$ cat config.mk
export PLATFORM = sky130hd
export DESIGN_NAME = bit_stuff
export DESIGN_NICKNAME = d
export VERILOG_FILES = /design/src/rtl/bit_stuff.sv
export SDC_FILE = /design/constraint.sdc
export NUM_CORES = 1
export LEC_CHECK = 0
export ABC_AREA = 0
export ABC_CLOCK_PERIOD_IN_PS = 3500
export CORE_AREA = 2 2 39 41
export CTS_BUF_LIST = sky130_fd_sc_hd__clkbuf_16
export DETAILED_ROUTE_END_ITERATION = 7
export DIE_AREA = 0 0 41 43
export GPL_TIMING_DRIVEN = 0
export PLACE_DENSITY_LB_ADDON = 0.2
export SYNTH_ARGS = -nofsm -noshare
export SYNTH_HDL_FRONTEND = slang
export SYNTH_SLANG_ARGS = --single-unit
$ cat constraint.sdc
create_clock -name clk -period 3.5 [get_ports clk]
set_clock_uncertainty 0.1 [all_clocks]
set_input_delay 0.525 -clock clk [delete_from_list [all_inputs] [get_ports clk]]
set_output_delay 0.525 -clock clk [all_outputs]
set_load 0.02 [all_outputs]
$ cat src/rtl/bit_stuff.sv
// USB transmit bit-stuffing stage: forwards the serial stream with one cycle of
// latency and inserts a 0 after every STUFF_LEN consecutive 1s, stalling upstream.
module bit_stuff #(
  parameter int STUFF_LEN = 6
) (
  input  logic clk,
  input  logic rst_L,
  input  logic inb,
  input  logic recving,
  output logic stall,
  output logic outb,
  output logic sending
);

  localparam logic [1:0] S_IDLE  = 2'd0;
  localparam logic [1:0] S_PASS  = 2'd1;
  localparam logic [1:0] S_STUFF = 2'd2;

  localparam logic [2:0] RUN_LIMIT = 3'(STUFF_LEN);

  logic [1:0] state_q,    state_d;
  logic [2:0] ones_cnt_q, ones_cnt_d;
  logic       outb_q,     outb_d;
  logic       sending_q,  sending_d;
  logic [2:0] ones_inc;

  assign ones_inc = ones_cnt_q + 3'd1;

  always_comb begin
    // NOTE: every next-state signal gets a default first so no path leaves it
    // unassigned; without this the tool would infer a latch.
    state_d    = state_q;
    ones_cnt_d = ones_cnt_q;
    outb_d     = outb_q;
    sending_d  = sending_q;

    if (state_q == S_STUFF) begin
      // The inserted 0 counts as a 0, so the run restarts; inb is not sampled.
      outb_d     = 1'b0;
      sending_d  = 1'b1;
      ones_cnt_d = 3'd0;
      state_d    = S_PASS;
    end else if (recving) begin
      outb_d    = inb;
      sending_d = 1'b1;
      state_d   = S_PASS;
      if (inb) begin
        if (ones_inc == RUN_LIMIT) begin
          ones_cnt_d = 3'd0;
          state_d    = S_STUFF;
        end else begin
          ones_cnt_d = ones_inc;
        end
      end else begin
        ones_cnt_d = 3'd0;
      end
    end else begin
      // Packet over: runs of 1s never carry into the next packet.
      outb_d     = 1'b0;
      sending_d  = 1'b0;
      ones_cnt_d = 3'd0;
      state_d    = S_IDLE;
    end
  end

  // NOTE: sequential state uses non-blocking assignments so every flop samples
  // the pre-edge values regardless of statement order.
  always_ff @(posedge clk) begin
    if (!rst_L) begin
      state_q    <= S_IDLE;
      ones_cnt_q <= 3'd0;
      outb_q     <= 1'b0;
      sending_q  <= 1'b0;
    end else begin
      state_q    <= state_d;
      ones_cnt_q <= ones_cnt_d;
      outb_q     <= outb_d;
      sending_q  <= sending_d;
    end
  end

  // Gated by rst_L so the hold request drops as soon as reset is asserted.
  assign stall   = (state_q == S_STUFF) & rst_L;
  assign outb    = outb_q;
  assign sending = sending_q;

endmodule
==> results of run 1 <==
-- routing by layer --
layer	part of all wire (%)	wire [um]	up-vias
met5	0	0	-
met4	0	0	0
met3	2.5	14	0
met2	48	269	2
met1	49	273	97
li1	-	-	108
-- synthesized netlist by cell type --
library cell	n
nand3_2	1
ha_1	2
a32oi_1	1
and2b_1	1
nand2_1	2
a2111oi_2	2
dfxtp_1	7
xor2_2	1
nor2_1	1
and4bb_1	1
nor4b_2	1
and2_1	1
inv_1	2
nand3b_1	1
nand2b_1	1
-- metrics by stage --
stage | hold slack [ns] | util (%) | setup WS [ns]
floorplan | 0.342 | - | 2.10
global placement | 0.358 | 27.8 | 1.04
detailed placement | 0.378 | 27.8 | 1.01
CTS | 0.384 | 33.5 | 1.01
global route | 0.419 | 33.5 | 0.978
finish | 0.376 | 33.5 | 1.03
-- logic make-up after synthesis --
kind of cell / count (synthesis) / synth area share [%]
DFF: 7 / 46.1
adders and majority gates: 2 / 8.23
xor gates and xnor gates: 1 / 5.35
and+or+nand+nor: 10 / 25.1
AOI/OAI and AO/OA: 3 / 12.8
buffers and inverters: 2 / 2.47
-- report_power, final --
group / leakage, nW / total [mW] / internal, mW / switching [mW]
Clock: 0.0423 / 0.192 / 0.149 / 0.0436
Combinational: 0.0971 / 0.0133 / 0.00741 / 0.00590
Sequential: 0.0573 / 0.0836 / 0.0825 / 0.00108
Total: 0.197 / 0.289 / 0.239 / 0.0506
-- flip-flops by register name (all words and copies together) (netlist names) --
name        flops
state_q         2
outb            1
sending         1
ones_cnt_q      3
-- critical path, cell delays in order --
cell,delay [ns]
clkdlybuf4s50_1,0.52
nand3b_1,0.13
inv_1,0.07
clkdlybuf4s50_1,0.60
-- area by class of cell --
type                    instances  area share [%]
flip-flops and latches          7            30.3
clock inverters                 1           0.811
clock buffers                   3            16.2
inverters                       2            1.62
repair buffers                  6            13.0
well taps                      16            4.32
multi-input cells              16            33.8
-- worst max path at each step --
stage | startpoint | end | slack (ns)
final | rst_L | stall | 1.03
after global routing | rst_L | stall | 0.98
after CTS | rst_L | stall | 1.01
after detailed placement | rst_L | stall | 1.01
after global placement | rst_L | stall | 1.04
after floorplan | rst_L | stall | 2.10
==> flow_metrics.tcl, run 1 <==
set metrics [dict create \
    yosysSeqAreaShare_pct 46.1 \
    power_density_mw_per_mm2 625 \
    synth_area_um2 304 \
    syn_avg_cell_area_um2 12.2 \
    synthToLayoutAreaGrowth_pct 52.3 \
    grt_pass1_vias 211 \
    initialDrtViolationCount 2 \
    timing.final.crit_share_pct 70.6 \
    end_kind "primary output" \
    grt_pass1_wl_um 966 \
    nets 42 \
    synth_cells 25 \
    port_buffers 6 \
    pin_count 7 \
    fp.dieW_um 41 \
    rsz0062_at_grt "false" \
    yosysWarnings 0 \
    post-route-drc-count 0 \
    worstHoldEndpoint "ones_cnt_q[0]" \
    placed_area_um2 384 \
    h-tree-depth 1 \
    dp.final_hpwl_um 432 \
    min_from "ones_cnt_q[0]" \
    initial_core_util_pct 22.0 \
    grt_use_met1_pct 10.4 \
    grt_usage_pct 9.16 \
    power_mw 0.289 \
    critPathKind "in -> out" \
    cts_buffers 3 \
    synth_area_leaders "dfxtp_1 46%, a2111oi_2 9.9%, ha_1 8.2%" \
    grt_max_degree 6 \
    vias 207 \
    clk_pin_slew_ns 0.04 \
    wl_um 558 \
    status "finished clean" \
    cts_root_buf "clkbuf_16" \
    yosysTopAreaCellShare_pct 46.1 \
    final_cells 51 \
    met3_usage_pct 7.85 \
    clock_latency_ns 0.23 \
    tightest_slew_ns 0.300 \
    wl_per_cell_um 10.9 \
    setup_tns_ns 0 \
    cts_tree "done" \
    synth_nets 31 \
    slew_violations 0 \
    top_usage_layer "met2" \
    r2r_end "ones_cnt_q[0]" \
    n_antenna_cell 0 \
    first_pass_iters 2 \
    path_max_fanout 3 \
    r2r_slack_ns 2.15 \
    setup_viol 0 \
    synth.distinct_cells 15 \
    register_area_um2 140 \
    drv_cap 0 \
    design_area_um2 463 \
    cp-start-kind "input port" \
    die-height_um 43 \
    drive_above_1_share_pct 22.9 \
    p_leak_nw 0.197 \
    yosysTopAreaCell "dfxtp_1" \
    dpl.cell_count 47 \
    required_ns 2.87 \
    mostFrequentLayoutCells "7 x dfxtp_1, 6 x clkdlybuf4s50_1, 3 x inv_1, 3 x clkbuf_16" \
    ctsResizeCount 0 \
    fill_cells 145 \
    max-vdd-ir-drop_v 0.000224 \
    relSlewSlack_pct 80.0 \
    antenna_found_initial 0 \
    clock.fmax_ghz 0.405 \
    worstHoldPathCells 1 \
    cts_sinks 7 \
    timing.rr.start "ones_cnt_q[0]" \
    final_common_cell "dfxtp_1" \
    dieArea_mm2 0.00176 \
    cts_buffer_depth 2 \
    rows 14 \
    layout_min_cycle_time_ns 2.47 \
    arrival_ns 1.85 \
    ys_ff_latch 7 \
    postRouteAntennaNets 0 \
    vias_per_cell 4.06 \
    hold_path.class "reg -> reg" \
    multi_input_area_um2 156 \
    use_met2_pct 10.9 \
    hold_buffers 0 \
    fp.coreArea_mm2 0.00138 \
    finalHoldViolCount 0 \
    worstRegToRegCells 3 \
    cts_post_setup_buffers_inserted 0 \
    grt_overflow 0 \
    globalplace.congestion 0.586 \
]
No activity file was read; power rests on OpenSTA's default activity.
==> inputs of run 2 (changes only) <==
- ABC_CLOCK_PERIOD_IN_PS: 3500 -> 2100
- clock period: 3.5 -> 2.1 ns (I/O delays scaled with it)
==> run 2 against run 1 <==
Net effect: sequential share of layout area fell by 0.16 points; core utilization rose by 0.18 points; largest cell class unchanged; routed wire length fell by 0.54%; worst hold slack did not move; global-route usage did not move; flip-flop and latch count did not move; worst setup slack got worse by 0.59 ns; critical path depth did not move; sequential power rose by 66%; die area did not move; count of clock-buffer cells in the layout did not move.
==> flow_metrics.tcl, run 2 (synthesis results as in run 1) <==
set metrics [dict create \
    cts_sinks 7 \
    timing.final.crit_share_pct 79.3 \
    power_mw 0.482 \
    clock.fmax_ghz 0.601 \
    layout_min_cycle_time_ns 1.67 \
    arrival_ns 1.25 \
    end_kind "primary output" \
    clk_pin_slew_ns 0.04 \
    p_leak_nw 0.215 \
    die-height_um 43 \
    port_buffers 6 \
    power_density_mw_per_mm2 1040 \
    worstPathBufferInverterCount 3 \
    clock_latency_ns 0.23 \
    worstHoldEndpoint "ones_cnt_q[0]" \
    grt_pass1_vias 211 \
    synthToLayoutAreaGrowth_pct 53.1 \
    nets 42 \
    slew_violations 0 \
    dieArea_mm2 0.00176 \
    max-vdd-ir-drop_v 0.000373 \
    vias 207 \
    grt_pass1_wl_um 966 \
    pin_count 7 \
    grt_usage_pct 9.16 \
    fp.dieW_um 41 \
    antenna_found_initial 0 \
    vias_per_cell 4.06 \
    r2r_slack_ns 0.75 \
    cts_root_buf "clkbuf_16" \
    first_pass_iters 2 \
    timing.rr.start "ones_cnt_q[0]" \
    drv_cap 0 \
    mostFrequentLayoutCells "7 x dfxtp_1, 5 x clkdlybuf4s50_1, 3 x inv_1, 3 x clkbuf_16" \
    globalplace.congestion 0.586 \
    fp.coreArea_mm2 0.00138 \
    regMostFlops "ones_cnt_q" \
    path_max_fanout 3 \
    rows 14 \
    r2r_end "ones_cnt_q[0]" \
    worstHoldPathCells 1 \
    initial_core_util_pct 22.0 \
    cpLargestDelayFamily "buffers and inverters" \
    slowest_delay_ns 0.52 \
    crit_chain "clkdlybuf4s50_1 -> nand3b_1 -> inv_1 -> dlymetal6s2s_1" \
    wl_per_cell_um 10.9 \
    dp.final_hpwl_um 432 \
    tightest_slew_ns 0.300 \
    place_ws_ns 0.0345 \
    final.setup.worst_slack_ns 0.435 \
    required_ns 1.68 \
    final_common_cell "dfxtp_1" \
    slowest_stage "clkdlybuf4s50_1" \
    reg_top3 "ones_cnt_q x3, state_q x2" \
    grt_overflow 0 \
    cp-start-kind "input port" \
    finalHoldViolCount 0 \
    hold_buffers 0 \
    min_from "ones_cnt_q[0]" \
    wl_um 555 \
    placed_area_um2 384 \
    grt_max_degree 6 \
    cts_tree "done" \
    setup_tns_ns 0 \
    post-route-drc-count 0 \
    worstRegToRegCells 3 \
    rsz0062_at_grt "false" \
    design_area_um2 465 \
    cp.depth 4 \
    largest_reg_flops 3 \
    n_antenna_cell 0 \
    drive_above_1_share_pct 22.9 \
    relSlewSlack_pct 80.0 \
    cts_buffer_depth 2 \
    postRouteAntennaNets 0 \
    status "finished clean" \
    setup_viol 0 \
    h-tree-depth 1 \
    cts_buffers 3 \
    initialDrtViolationCount 2 \
    hold_path.class "reg -> reg" \
    critPathKind "in -> out" \
]
run 2: metal layers:
layer  track usage, %  part of all wire [%]
met5                0                     0
met4             6.00                     0
met3             7.85                   2.5
met2             10.9                    48
met1             10.4                    49
run 2: timing repair:
action,in CTS,in global routing
gates resized for setup,0,1
buffers inserted,0,0
setup endpoints to repair,0,1
run 2: stage by stage:
step / util, % / hold slack, ns / instances
floorplan: - / 0.340 / 25
global placement: 27.8 / 0.358 / 47
detailed placement: 27.8 / 0.378 / 47
CTS: 33.5 / 0.384 / 51
global route: 33.6 / 0.419 / 51
finish: 33.6 / 0.376 / 51
run 2: how the worst max path moves through the flow:
stage	from	endpoint	slack [ns]
2_1_floorplan	ones_cnt_q[0]	ones_cnt_q[0]	0.83
3_3_place_gp	rst_L	stall	0.06
3_5_place_dp	rst_L	stall	0.03
4_1_cts	rst_L	stall	0.03
5_1_grt	rst_L	stall	0.38
6_report	rst_L	stall	0.43
run 2: layout make-up:
cell class	count	area, um2
Fill cell	144	918
Multi-Input combinational cell	16	156
Sequential cell	7	140
Clock buffer	3	75.1
Timing Repair Buffer	6	62.6
Tap cell	16	20.0
Inverter	2	7.51
Clock inverter	1	3.75
run 2: power breakdown:
group | total [mW] | switching (mW) | internal [mW]
Sequential | 0.139 | 0.00180 | 0.138
Clock | 0.320 | 0.0726 | 0.248
Combinational | 0.0222 | 0.00984 | 0.0124
Total | 0.482 | 0.0843 | 0.398
run 2: worst register-to-register path: stages (launching register included):
cell and delay [ns]:
dfxtp_1 0.33, ha_1 0.24, xor2_2 0.22, a2111oi_2 0.36
